===== config.mk =====
export PLATFORM = sky130hd
export DESIGN_NAME = sys_time_gen
export DESIGN_NICKNAME = d
export VERILOG_FILES = /design/src/rtl/sys_time_gen.sv
export SDC_FILE = /design/constraint.sdc
export NUM_CORES = 1
export LEC_CHECK = 0
export BUFFER_PORTS_ARGS = -buffer_cell sky130_fd_sc_hd__buf_4
export CORE_AREA = 3 3 86 150
export CTS_CLUSTER_SIZE = 40
export DETAILED_ROUTE_END_ITERATION = 7
export DIE_AREA = 0 0 89 153
export PLACE_DENSITY = 0.77
export SLEW_MARGIN = 20
export SYNTH_ARGS = -nofsm -noshare
export SYNTH_HDL_FRONTEND = slang
export SYNTH_SLANG_ARGS = --single-unit

===== constraint.sdc =====
create_clock -name CLK -period 3.8 [get_ports CLK]
set_input_delay 0.76 -clock CLK [delete_from_list [all_inputs] [get_ports CLK]]
set_output_delay 0.76 -clock CLK [all_outputs]
set_load 0.01 [all_outputs]

===== src/rtl/sys_time_gen.sv =====
// System-time generator: a free-running WIDTH-bit counter gated by a synchronised LOCKED flag,
// with absolute load, slewed signed correction and a boundary TICK strobe.
module sys_time_gen #(
    parameter int WIDTH     = 64,
    parameter int INC       = 1,
    parameter int ADJ_WIDTH = 16,
    parameter int TICK_LOG2 = 9
) (
    input  logic                 CLK,
    input  logic                 RESET_N,
    input  logic                 LOCKED,
    input  logic                 SET_VALID,
    input  logic [WIDTH-1:0]     SET_TIME,
    input  logic                 ADJ_VALID,
    input  logic [ADJ_WIDTH-1:0] ADJ_DELTA,
    output logic [WIDTH-1:0]     SYS_TIME,
    output logic                 RUNNING,
    output logic                 ADJ_BUSY,
    output logic                 ADJ_REJECT,
    output logic                 TICK
);

    localparam logic [1:0] HALT = 2'd0;
    localparam logic [1:0] RUN  = 2'd1;
    localparam logic [1:0] SLEW = 2'd2;

    localparam int RW = ADJ_WIDTH + 1;
    localparam logic [WIDTH-1:0]     INC_W = WIDTH'(INC);
    localparam logic [WIDTH-1:0]     ONE_W = WIDTH'(1);
    localparam logic signed [RW-1:0] R_ONE = RW'(1);

    logic                 lock_meta_reg;
    logic                 lock_sync_reg;
    logic [1:0]           state_reg;
    logic [1:0]           state_next;
    logic [WIDTH-1:0]     time_reg;
    logic [WIDTH-1:0]     time_next;
    logic [WIDTH-1:0]     step;
    logic signed [RW-1:0] r_reg;
    logic signed [RW-1:0] r_next;
    logic                 reject_reg;
    logic                 reject_next;
    logic                 cross_reg;
    logic                 cross_next;
    logic                 tick_reg;

    always_comb begin
        step        = '0;
        r_next      = r_reg;
        reject_next = ADJ_VALID && (SET_VALID || (r_reg != '0));

        // SLEW is only ever entered with a non-zero residual, so its sign picks the direction.
        case (state_reg)
            RUN: begin
                step = INC_W;
            end
            SLEW: begin
                if (r_reg[RW-1]) begin
                    step   = INC_W - ONE_W;
                    r_next = r_reg + R_ONE;
                end else begin
                    step   = INC_W + ONE_W;
                    r_next = r_reg - R_ONE;
                end
            end
            default: begin
                step = '0;
            end
        endcase

        time_next = time_reg + step;

        if (SET_VALID) begin
            time_next = SET_TIME;
            r_next    = '0;
        end else if (ADJ_VALID && (r_reg == '0)) begin
            r_next = {ADJ_DELTA[ADJ_WIDTH-1], ADJ_DELTA};
        end

        cross_next = !SET_VALID &&
                     (time_next[WIDTH-1:TICK_LOG2] != time_reg[WIDTH-1:TICK_LOG2]);

        // The state tracks the synchroniser output one-for-one, so HALT <=> RUNNING low.
        if (!lock_meta_reg) begin
            state_next = HALT;
        end else if (r_next != '0) begin
            state_next = SLEW;
        end else begin
            state_next = RUN;
        end
    end

    always_ff @(posedge CLK or negedge RESET_N) begin
        if (!RESET_N) begin
            lock_meta_reg <= 1'b0;
            lock_sync_reg <= 1'b0;
            state_reg     <= HALT;
            time_reg      <= '0;
            r_reg         <= '0;
            reject_reg    <= 1'b0;
            cross_reg     <= 1'b0;
            tick_reg      <= 1'b0;
        end else begin
            lock_meta_reg <= LOCKED;
            lock_sync_reg <= lock_meta_reg;
            state_reg     <= state_next;
            time_reg      <= time_next;
            r_reg         <= r_next;
            reject_reg    <= reject_next;
            cross_reg     <= cross_next;
            tick_reg      <= cross_reg;
        end
    end

    assign SYS_TIME   = time_reg;
    assign RUNNING    = lock_sync_reg;
    assign ADJ_BUSY   = (r_reg != '0);
    assign ADJ_REJECT = reject_reg;
    assign TICK       = tick_reg;

endmodule

Word level (Yosys, flattened, before mapping) --
Index checks and enable logic that the tools add are counted.
Storage, ports and cells: flip-flop bits (word level) 88, memories kept 0, latch bits 0, input bits 85, bits in writable memories 0, output and inout port bits 68, ROM bits 0
Operators by class: bitwise gates (word level) 0, mux-type cells 9, eq/ne operators 3, shifts and indexed selects 0, add/sub/neg operators 3, divide/modulo/power cells 0, $mul 0, magnitude comparators 0, reduce and logical (&&, ||, !) cells 8
Operator list (number):
- $mux 17 | 4
- $add 64x64->64 | 1
- $mux 64 | 1
- $ne 55x55->1 | 1
- $reduce_bool 17->1 | 2
- $add 17x2->17 const B | 1
- $logic_not 17->1 | 1
- $sub 17x2->17 const B | 1
- $mux 2 | 3
- $pmux 2 s2 | 1
- $logic_and 1x1->1 | 3
- $eq 2x1->1 const B | 1
- $eq 2x2->1 const B | 1
- $logic_not 1->1 | 1
- $logic_or 1x1->1 | 1

Longest topological paths before layout --
Gate-level depths: netlist of run 1.
depth in word-level cells 8, depth in mapped cells 14, gate-level depth less buffers 12

Worst setup path before layout of run 1 --
Ideal clock, no wire load.
kind reg2reg, start point register state_reg[0], end point register time_reg[52] (netlist: SYS_TIME[52]), path buffers 2, stages on the path, launching flop included 14, period minus slack after synthesis 3805 ps, arrival time 3722 ps, required time 3717 ps, setup slack -5 ps, library setup time 83 ps, cell sequence dfrtp_1 > nor2b_1 > clkbuf_1 > clkbuf_1 > nand2_1 > fa_1 > nor2b_1 > nand3_1 > nor4_1 > nand4_1 > nor2_1 > nand4_1 > xor2_1 > o21ai_0
Between the ends: longest elaborated chain between the ends 4, elaborated cells between the ends (all ways) 5, those cells by class add/sub: 1; eq/ne: 2; mux: 2
Ends and longest elaborated chain:
- start: declaration | line 34 | logic [1:0] state_reg;
- start signal: assignment | line 106 | state_reg <= state_next;
- $eq 2x2->1 or $eq 2x1->1 (tied branches) | line 53 | case (state_reg)
- $pmux 2 s2 * | line 53
- $add 64x64->64 * | line 71 | time_next = time_reg + step;
- $mux 64 * | line 73 | if (SET_VALID) begin
- named net time_next[52] | line 37 | logic [WIDTH-1:0] time_next;
- end signal: assignment | line 107 | time_reg <= time_next;
- end: declaration | line 36 | logic [WIDTH-1:0] time_reg;
Mark *: on every way through the listed nets, which the timed path passes. The rest lies on a longest branch.

Final worst setup path of run 1 --
start point register r_reg[16], end point register state_reg[1]
Between the ends: elaborated cells between the ends (all ways) 11, those cells by class add/sub: 2; mux: 6; reduce/logical: 3
RTL lines:
- start: declaration | line 39 | logic signed [RW-1:0] r_reg;
- start signal: assignment | line 108 | r_reg <= r_next;
- $logic_not 17->1 or $mux 17 (tied branches) | line 76, 58
- $logic_and 1x1->1 or $mux 17 (tied branches) | line 76, 53
- $mux 17 * | line 76 | end else if (ADJ_VALID && (r_reg == '0)) begin
- $mux 17 * | line 73
- named net r_next[9] | line 40 | logic signed [RW-1:0] r_next;
- $reduce_bool 17->1 * | line 86 | end else if (r_next != '0) begin
- $mux 2 * | line 86
- $mux 2 * | line 84 | if (!lock_meta_reg) begin
- named net state_next[1] | line 35 | logic [1:0] state_next;
Marks and branches as above.

==> impl_metrics.tcl, run 1 <==
set metrics [dict create \
    critPathRequiredTime_ps 4020 \
    drc 0 \
    dieArea_um2 13600 \
    arrival_ps 3870 \
    first_pass_iters 5 \
    grt_antenna_before_repair 0 \
    peakVddDrop_uv 324 \
    num_vias 5745 \
    ys.flop_type "dfrtp_1" \
    p_per_area_nw_per_um2 562 \
    grt_pass1_vias 5879 \
    ios 153 \
    routed_wl_mm 18.8 \
    clk_pin_slew_worst_paths_ps 70 \
    syn_inst 675 \
    grt_pass1_wl_mm 29.5 \
    grt_usage 0.280 \
    hold_class "flop to flop" \
    die_w_um 89 \
    synth-async-reset-ratio 1.00 \
    internal-power_mw 2.44 \
    maxCapViolations 0 \
    cts_buffer_depth 2 \
    setup_ws_ps 151 \
    rows 53 \
    grt_max_degree 67 \
    combPwrFrac 0.487 \
    pwr-share-seq 0.307 \
    layout-drive-gt1-share 0.237 \
    setup_viol 0 \
    worst_pin_slew_ps 590 \
    maxSlewViolCount 0 \
    postCtsSetupBuffers 0 \
    fin_skew_ps 9.52 \
    die-height_um 153 \
    hold_violations 0 \
    drt-initial-drc-count 314 \
    seq_area_frac_synth 0.382 \
    power_frac_clock 0.206 \
    cts_root_buf "clkbuf_16" \
    viasPerCell 5.93 \
    syn_area_um2 5760 \
    start_kind "flop" \
    cts_made_buffers 9 \
    clkSinkCount 88 \
    fmax_mhz 274 \
    io_buffers 152 \
    ant_nets 0 \
    postSynthAreaPerCell_um2 8.53 \
    post-route-period-util 0.960 \
    min_period_ps 3650 \
    wl_per_cell_um 19.4 \
    final_nets 930 \
    htreeDepth 3 \
    synth.distinct_cells 60 \
    gp_congestion 0.921 \
    dp_hpwl_mm 14.7 \
    syn_nets 779 \
    critPathKind "flop to flop" \
    coreArea_um2 11900 \
    critPathCaptureType "flop" \
    setup_tns_ps 0 \
    p_leak_nw 3.29 \
    power.switching_mw 1.71 \
    cts_tree "done" \
    status "finished, final reports clean" \
    reg2reg_slack_ps 150 \
    synth_edf_count 0 \
    grt_overflow_total 0 \
    ys_seq_elements 88 \
    crit_fanout 5 \
    largest_reg_flops 64 \
    worstSkewPairLatency_ps 340 \
    initial_utilization 0.485 \
    relSlewSlack 0.607 \
    swShare 0.412 \
    diodes 0 \
    place_ws_ps 179 \
    rsz0062_at_grt "no" \
    syn_to_final_growth_pct 28.1 \
    ys_warn_count 0 \
]
-- synthesized netlist by cell type (3+ instances only) --
| master | instances | area (µm²) |
|---|---|---|
| o21ai_0 | 70 | 350 |
| o31ai_1 | 3 | 22.5 |
| nor2_1 | 45 | 169 |
| nand4_1 | 21 | 131 |
| nand2_1 | 105 | 394 |
| nor2b_1 | 4 | 25.0 |
| a21oi_1 | 24 | 120 |
| dfrtp_1 | 88 | 2200 |
| inv_1 | 14 | 52.6 |
| and4_1 | 7 | 61.3 |
| or2_2 | 4 | 25.0 |
| clkbuf_1 | 25 | 93.8 |
| and2_1 | 8 | 50.1 |
| nand3_1 | 33 | 165 |
| or4_1 | 3 | 22.5 |
| nor3_1 | 15 | 75.1 |
| xor2_1 | 49 | 429 |
| ha_1 | 17 | 213 |
| and3_1 | 19 | 119 |
| xnor2_1 | 39 | 342 |
| a211oi_1 | 10 | 75.1 |
| o211ai_1 | 4 | 30.0 |
| nand3b_1 | 3 | 22.5 |
| nor4_1 | 9 | 56.3 |
| mux2_2 | 4 | 45.0 |
| a21o_1 | 6 | 45.0 |
| a311oi_1 | 3 | 26.3 |
| a211o_1 | 3 | 26.3 |
-- power by group through the flow --
| stage | clock, mW | sequential [mW] | combinational [mW] |
|---|---|---|---|
| after floorplan | 0 | 1.26 | 1.33 |
| after global placement | 0 | 1.28 | 1.95 |
| after detailed placement | 0 | 1.29 | 1.99 |
| after CTS | 0.869 | 1.27 | 2.00 |
| after global routing | 0.911 | 1.29 | 2.21 |
| final | 0.853 | 1.27 | 2.02 |
-- placed cells by master, fill, tap and decap left out, types with 3 or more instances in the layout --
cell       synthesis  final
o211ai_1           4      4
and3_1            19     19
xnor2_1           39     39
a211oi_1          10     10
nand4_1           21     21
ha_1              17     17
nor2_1            45     45
a21o_1             6      6
nand3_1           33     33
nor4_1             9      8
buf_4              1    168
and2_1             8      8
or2_2              4      4
o21ai_0           70     70
nand3b_1           3      3
dfrtp_1           88     88
or4_1              3      3
a311oi_1           3      3
and4_1             7      7
mux2_2             4      4
nand2_1          105    105
clkbuf_16          0      9
o31ai_1            3      3
inv_1             14     14
nor2b_1            4      4
xor2_1            49     49
nor3_1            15     15
a21oi_1           24     24
a211o_1            3      3
-- repair_timing --
action | 4_1_cts | 5_1_grt
hold buffers | 0 | 0
gates resized for setup | 0 | 1
endpoints found under the setup margin | 0 | 2
-- logic make-up after synthesis --
logic type,synth area share
flops,0.382
xor+xnor,0.134
compound gates,0.156
simple gates,0.247
fa+ha+maj,0.0439
mux,0.00782
buf+inv,0.0289
-- worst max-delay path: stages (launching register included) --
cell and delay, ps:
dfrtp_1 410, inv_1 110, ha_1 370, and2_1 210
a221oi_4 310, a21oi_1 170, or2_2 300, a221o_1 330
or4_1 500, or4b_1 500, o31a_1 320
-- path summary, 6_finish.rpt --
| path | startpoint | endpoint | depth (start not counted) |
|---|---|---|---|
| max | r_reg[16] | state_reg[1] | 10 |
| min | cross_reg | TICK | 0 |
| max reg2reg | r_reg[16] | state_reg[1] | 10 |
| min reg2reg | cross_reg | TICK | 0 |
| max in group asynchronous | RESET_N | SYS_TIME[51] | 2 |
| min in group asynchronous | RESET_N | SYS_TIME[35] | 1 |
-- through the flow --
step / util / total power, mW / hold slack (ps) / cells / area [µm²]
after floorplan: - / 2.59 / 331 / 675 / 5770
after global placement: 0.597 / 3.23 / 335 / 952 / 7090
after detailed placement: 0.597 / 3.27 / 335 / 952 / 7090
after CTS: 0.620 / 4.14 / 341 / 968 / 7360
after global routing: 0.621 / 4.42 / 362 / 968 / 7380
final: 0.621 / 4.15 / 340 / 968 / 7380
-- layer usage --
layer  up-vias  share of wire  track usage
li1       2696              -            -
met1      2736           0.35        0.309
met2       249           0.54        0.496
met3        64          0.055       0.0480
met4         0          0.052        0.144
met5         -              0            0
-- final cells by class --
cell class | count | area [µm²]
clock buffers | 12 | 246
clock inverters | 4 | 30.0
fillers | 1038 | 4490
inverters | 15 | 56.3
multi-input cells | 544 | 3410
flip-flops and latches | 88 | 2200
well taps | 137 | 171
repair buffers | 168 | 1260
(Power assumes the default switching activity.)
==> run 2: changes to the inputs <==
--- a/config.mk
+++ b/config.mk
@@ -11,7 +11,8 @@
 export DETAILED_ROUTE_END_ITERATION = 7
 export DIE_AREA = 0 0 89 153
 export PLACE_DENSITY = 0.77
-export SLEW_MARGIN = 20
+export REMOVE_ABC_BUFFERS = 1
+export SLEW_MARGIN = 10
 export SYNTH_ARGS = -nofsm -noshare
 export SYNTH_HDL_FRONTEND = slang
 export SYNTH_SLANG_ARGS = --single-unit
==> run 2 against run 1 <==
  * Sequential share of layout area decreased by 0.37 points
  * Setup slack improved by 58 ps
  * Clock skew about the same
  * Via count increased by 0.63%
  * Critical path type unchanged
  * Total power increased by 6.4%
  * Hold slack improved by 25 ps
  * Largest power group unchanged
  * Utilization increased by 0.78 points
==> impl_metrics.tcl, run 2 (same netlist as run 1, synthesis figures left out) <==
set metrics [dict create \
    fin_skew_ps 9.98 \
    final_nets 937 \
    critPathTopFamily "simple AND/OR/NAND/NOR gates" \
    final_cell_mix "buf_4, nand2_1, dfrtp_1, o21ai_0, xor2_1" \
    slowest_stage "or4_1" \
    cts_made_buffers 9 \
    fmax_mhz 278 \
    layout-drive-gt1-share 0.243 \
    worstSkewPairLatency_ps 340 \
    min_period_ps 3590 \
    crit_fanout 7 \
    relSlewSlack 0.459 \
    routed_wl_mm 19.6 \
    maxCapViolations 0 \
    worstPathCellList "inv_2 > ha_1 > and2_1 > a221oi_2 > a21oi_1 > or2_2 > a221o_1 > or4_1 > or4b_1 > nor4_1" \
    p_leak_nw 3.35 \
    swShare 0.398 \
    clkSinkCount 88 \
    rsz0062_at_grt "no" \
    viasPerCell 5.93 \
    start_kind "flop" \
    dieArea_um2 13600 \
    syn_to_final_growth_pct 29.7 \
    internal-power_mw 2.66 \
    hold_buffers 0 \
    min_from "cross_reg" \
    rows 53 \
    dp_hpwl_mm 15.3 \
    grt_max_degree 70 \
    critPathBufInv 1 \
    grt_pass1_wl_mm 30.8 \
    critPathRequiredTime_ps 4020 \
    gp_congestion 0.959 \
    r2r_start "r_reg[16]" \
    num_vias 5781 \
    coreArea_um2 11900 \
    cts_buffer_depth 2 \
    slowest_delay_ps 530 \
    wl_per_cell_um 20.1 \
    io_buffers 152 \
    hold_violations 0 \
    final_util 0.629 \
    diodes 0 \
    ant_nets 0 \
    power.switching_mw 1.76 \
    worst_pin_slew_ps 812 \
    maxSlewViolCount 0 \
    initial_utilization 0.485 \
    cts_tree "done" \
    cts_root_buf "clkbuf_16" \
    combPwrFrac 0.483 \
    reg2regPathDepth 10 \
    die_w_um 89 \
    holdWs_ps 365 \
    grt_antenna_before_repair 0 \
    peakVddDrop_uv 268 \
    ios 153 \
    pwr-share-seq 0.289 \
    r2r-end "state_reg[0]" \
    grt_overflow_total 0 \
    reg2reg_slack_ps 210 \
    critPathKind "flop to flop" \
    largest_reg_flops 64 \
    hold_class "flop to flop" \
    min_to "TICK" \
    place_ws_ps 159 \
    dp_cells 959 \
    critPathCaptureType "flop" \
    clk_pin_slew_worst_paths_ps 70 \
    die-height_um 153 \
    final_common_cell "buf_4" \
    p_per_area_nw_per_um2 591 \
    min_path_cells 0 \
    fin_cells 975 \
    arrival_ps 3810 \
    grt_pass1_vias 5992 \
    finalPower_mw 4.41 \
    post-route-period-util 0.945 \
    drt-initial-drc-count 256 \
    status "finished, final reports clean" \
    htreeDepth 3 \
    first_pass_iters 5 \
    drc 0 \
    setup_viol 0 \
    grt_usage 0.294 \
    setup_ws_ps 209 \
    power_frac_clock 0.228 \
]
## run 2: worst reg2reg max path, cell delays in order (launching register included)
cell	delay (ps)
dfrtp_1	410
inv_2	110
ha_1	360
and2_1	190
a221oi_2	270
a21oi_1	140
or2_2	280
a221o_1	340
or4_1	530
or4b_1	510
nor4_1	350
## run 2: final cells by class
cell class | instances | area, µm²
Clock buffer | 14 | 274
Clock inverter | 2 | 60.1
Fill cell | 1047 | 4400
Inverter | 15 | 56.3
Multi-Input combinational cell | 544 | 3390
Sequential cell | 88 | 2200
Tap cell | 137 | 171
Timing Repair Buffer | 175 | 1310
## run 2: worst max path at each step
stage               slack (ps)          from      endpoint  cells after the start
finish                     210     r_reg[16]  state_reg[0]                     10
floorplan                 -100  state_reg[0]  SYS_TIME[52]                     11
global placement           220     r_reg[16]  state_reg[1]                     10
detailed placement         160     r_reg[16]  state_reg[0]                     10
global route                30     r_reg[16]  state_reg[0]                     10
CTS                        120     r_reg[16]  state_reg[0]                     10
## run 2: power by group through the flow
stage,clock [mW],sequential [mW],combinational (mW)
after floorplan,0,1.26,1.30
after detailed placement,0,1.29,2.10
after CTS,1.02,1.27,2.10
after global routing,1.06,1.29,2.35
after global placement,0,1.28,2.06
final,1.01,1.28,2.13
## run 2: through the flow
step	setup TNS, ps	cell area (µm²)
after global placement	0	7130
after CTS	0	7470
after detailed placement	0	7130
after floorplan	-237	5650
final	0	7470
after global routing	0	7470
## run 2: timing repair
item,in CTS,in global routing
resized for setup,0,1
setup endpoints to repair,0,3
setup buffers,0,0
## run 2: metal layers
layer  wire length [µm]  vias up  GRT usage
met5                  0        -          0
met4               1020        0      0.159
met3                961       57     0.0367
met2              10700      247      0.533
met1               6880     2758      0.317
li1                   -     2719          -
==> run 3: changes to the inputs <==
--- a/config.mk
+++ b/config.mk
@@ -6,12 +6,13 @@
 export NUM_CORES = 1
 export LEC_CHECK = 0
 export BUFFER_PORTS_ARGS = -buffer_cell sky130_fd_sc_hd__buf_4
-export CORE_AREA = 3 3 86 150
+export CORE_AREA = 3 3 83 143
 export CTS_CLUSTER_SIZE = 40
 export DETAILED_ROUTE_END_ITERATION = 7
-export DIE_AREA = 0 0 89 153
-export PLACE_DENSITY = 0.77
+export DIE_AREA = 0 0 86 146
+export PLACE_DENSITY = 0.8
 export REMOVE_ABC_BUFFERS = 1
+export SKIP_CTS_REPAIR_TIMING = 1
 export SLEW_MARGIN = 10
 export SYNTH_ARGS = -nofsm -noshare
 export SYNTH_HDL_FRONTEND = slang
==> constraint.sdc (replaced) <==
create_clock -name CLK -period 4.1 [get_ports CLK]
set_input_delay 0.82 -clock CLK [delete_from_list [all_inputs] [get_ports CLK]]
set_output_delay 0.82 -clock CLK [all_outputs]
set_load 0.01 [all_outputs]
==> run 3 against run 2 <==
  * Combinational power shrank 13%
  * Hold slack lost 7.6 ps
  * Critical endpoint is now state_reg[1]
  * Total power shrank 12%
  * Largest power group unchanged
  * Cell count shrank 2.2%
  * Highest routed layer unchanged
==> impl_metrics.tcl, run 3 (same netlist as run 1, synthesis figures left out) <==
set metrics [dict create \
    grt_antenna_before_repair 0 \
    relSlewSlack 0.415 \
    setup_viol 0 \
    grt_usage 0.289 \
    p_leak_nw 3.26 \
    hold_violations 0 \
    largest_reg_flops 64 \
    min_period_ps 3720 \
    status "finished, final reports clean" \
    fmax_mhz 269 \
    cts_buffer_depth 2 \
    nFillCells 917 \
    final_common_cell "buf_4" \
    grt_pass1_vias 5987 \
    maxSlewViolCount 0 \
    worstSkewPairLatency_ps 340 \
    grt_pass1_wl_mm 28.8 \
    fin_cells 954 \
    setup_tns_ps 0 \
    drt-initial-drc-count 282 \
    cts_root_buf "clkbuf_16" \
    r2r_start "r_reg[16]" \
    initial_utilization 0.532 \
    pwr-share-seq 0.305 \
    maxCapViolations 0 \
    reg2regPathDepth 10 \
    r2r-end "state_reg[1]" \
    coreArea_um2 10800 \
    io_buffers 152 \
    critPathKind "flop to flop" \
    post-route-period-util 0.907 \
    combPwrFrac 0.478 \
    layout-drive-gt1-share 0.229 \
    ios 153 \
    start_kind "flop" \
    p_per_area_nw_per_um2 528 \
    first_pass_iters 7 \
    rows 50 \
    cts_tree "done" \
    htreeDepth 3 \
    ant_nets 0 \
    die-height_um 146 \
    finalPower_mw 3.86 \
    gp_congestion 0.978 \
    drc 0 \
    routed_wl_mm 18.0 \
    internal-power_mw 2.30 \
    viasPerCell 6.01 \
    worst_pin_slew_ps 878 \
    final_util 0.676 \
    wl_per_cell_um 18.8 \
    grt_overflow_total 0 \
    critPathRequiredTime_ps 4320 \
    diodes 0 \
    reg2reg_slack_ps 380 \
    final_cell_mix "buf_4, nand2_1, dfrtp_1, o21ai_0, xor2_1" \
    setup_ws_ps 383 \
    power.switching_mw 1.56 \
    num_vias 5735 \
    swShare 0.405 \
    syn_to_final_growth_pct 27.0 \
    cts_made_buffers 9 \
    final_nets 924 \
    layout.area.seq_um2 2200 \
    dp_hpwl_mm 13.7 \
    grt_max_degree 87 \
    crit_fanout 5 \
    die_w_um 86 \
    peakVddDrop_uv 355 \
    multi_input_area_um2 3390 \
    startpoint "r_reg[16]" \
    power_frac_clock 0.217 \
    fin_skew_ps 4.92 \
    place_ws_ps 440 \
    dp_cells 939 \
    dieArea_um2 12600 \
    hold_class "flop to flop" \
    clk_pin_slew_worst_paths_ps 70 \
    arrival_ps 3940 \
    critPathCaptureType "flop" \
    cp-endpoint "state_reg[1]" \
    rsz0062_at_grt "no" \
    clkSinkCount 88 \
]
run 3: cell count changes in the layout (fill, tap and decap cells not counted), sizes merged:
cell and change:
bufinv -1, clkinvlp +1, clkbuf -2, clkinv +1, buf -13
run 3: how the worst min path moves through the flow:
stage	cells after the start	to	slack [ps]	startpoint
floorplan	0	TICK	330	cross_reg
global placement	0	TICK	340	cross_reg
detailed placement	0	TICK	340	cross_reg
CTS	0	TICK	350	cross_reg
global route	0	TICK	370	cross_reg
finish	0	TICK	360	cross_reg
run 3: per-stage QoR:
stage	area, µm²	hold WS (ps)
6_report	7320	357
5_1_grt	7320	373
4_1_cts	7320	354
3_5_place_dp	7030	340
3_3_place_gp	7030	336
2_1_floorplan	5650	331
run 3: final cells by class:
class / instances / area share
inverters: 15 / 0.00769
repair buffers: 162 / 0.166
clock inverters: 3 / 0.00581
flip-flops and latches: 88 / 0.301
clock buffers: 12 / 0.0337
well taps: 130 / 0.0222
multi-input cells: 544 / 0.463
run 3: per-layer routing:
metal,routed length [µm],global-route usage,part of all wire
met1,6450,0.310,0.36
met3,1120,0.0533,0.062
met2,9420,0.515,0.52
met4,959,0.164,0.053
met5,0,0,0
run 3: critical path, stage by stage, from the launching register on:
cell and delay, ps:
dfrtp_1 390, inv_1 100, ha_1 350, and2_1 190
a221oi_2 370, a21oi_1 190, or2_2 310, a221o_1 350
or4_1 520, or4b_1 500, o31a_1 320
run 3: power by group through the flow:
stage	clock [mW]	combinational [mW]	sequential (mW)
CTS	0.843	1.82	1.17
floorplan	0	1.20	1.17
detailed placement	0	1.82	1.18
finish	0.837	1.85	1.18
global route	0.877	2.02	1.20
global placement	0	1.78	1.18
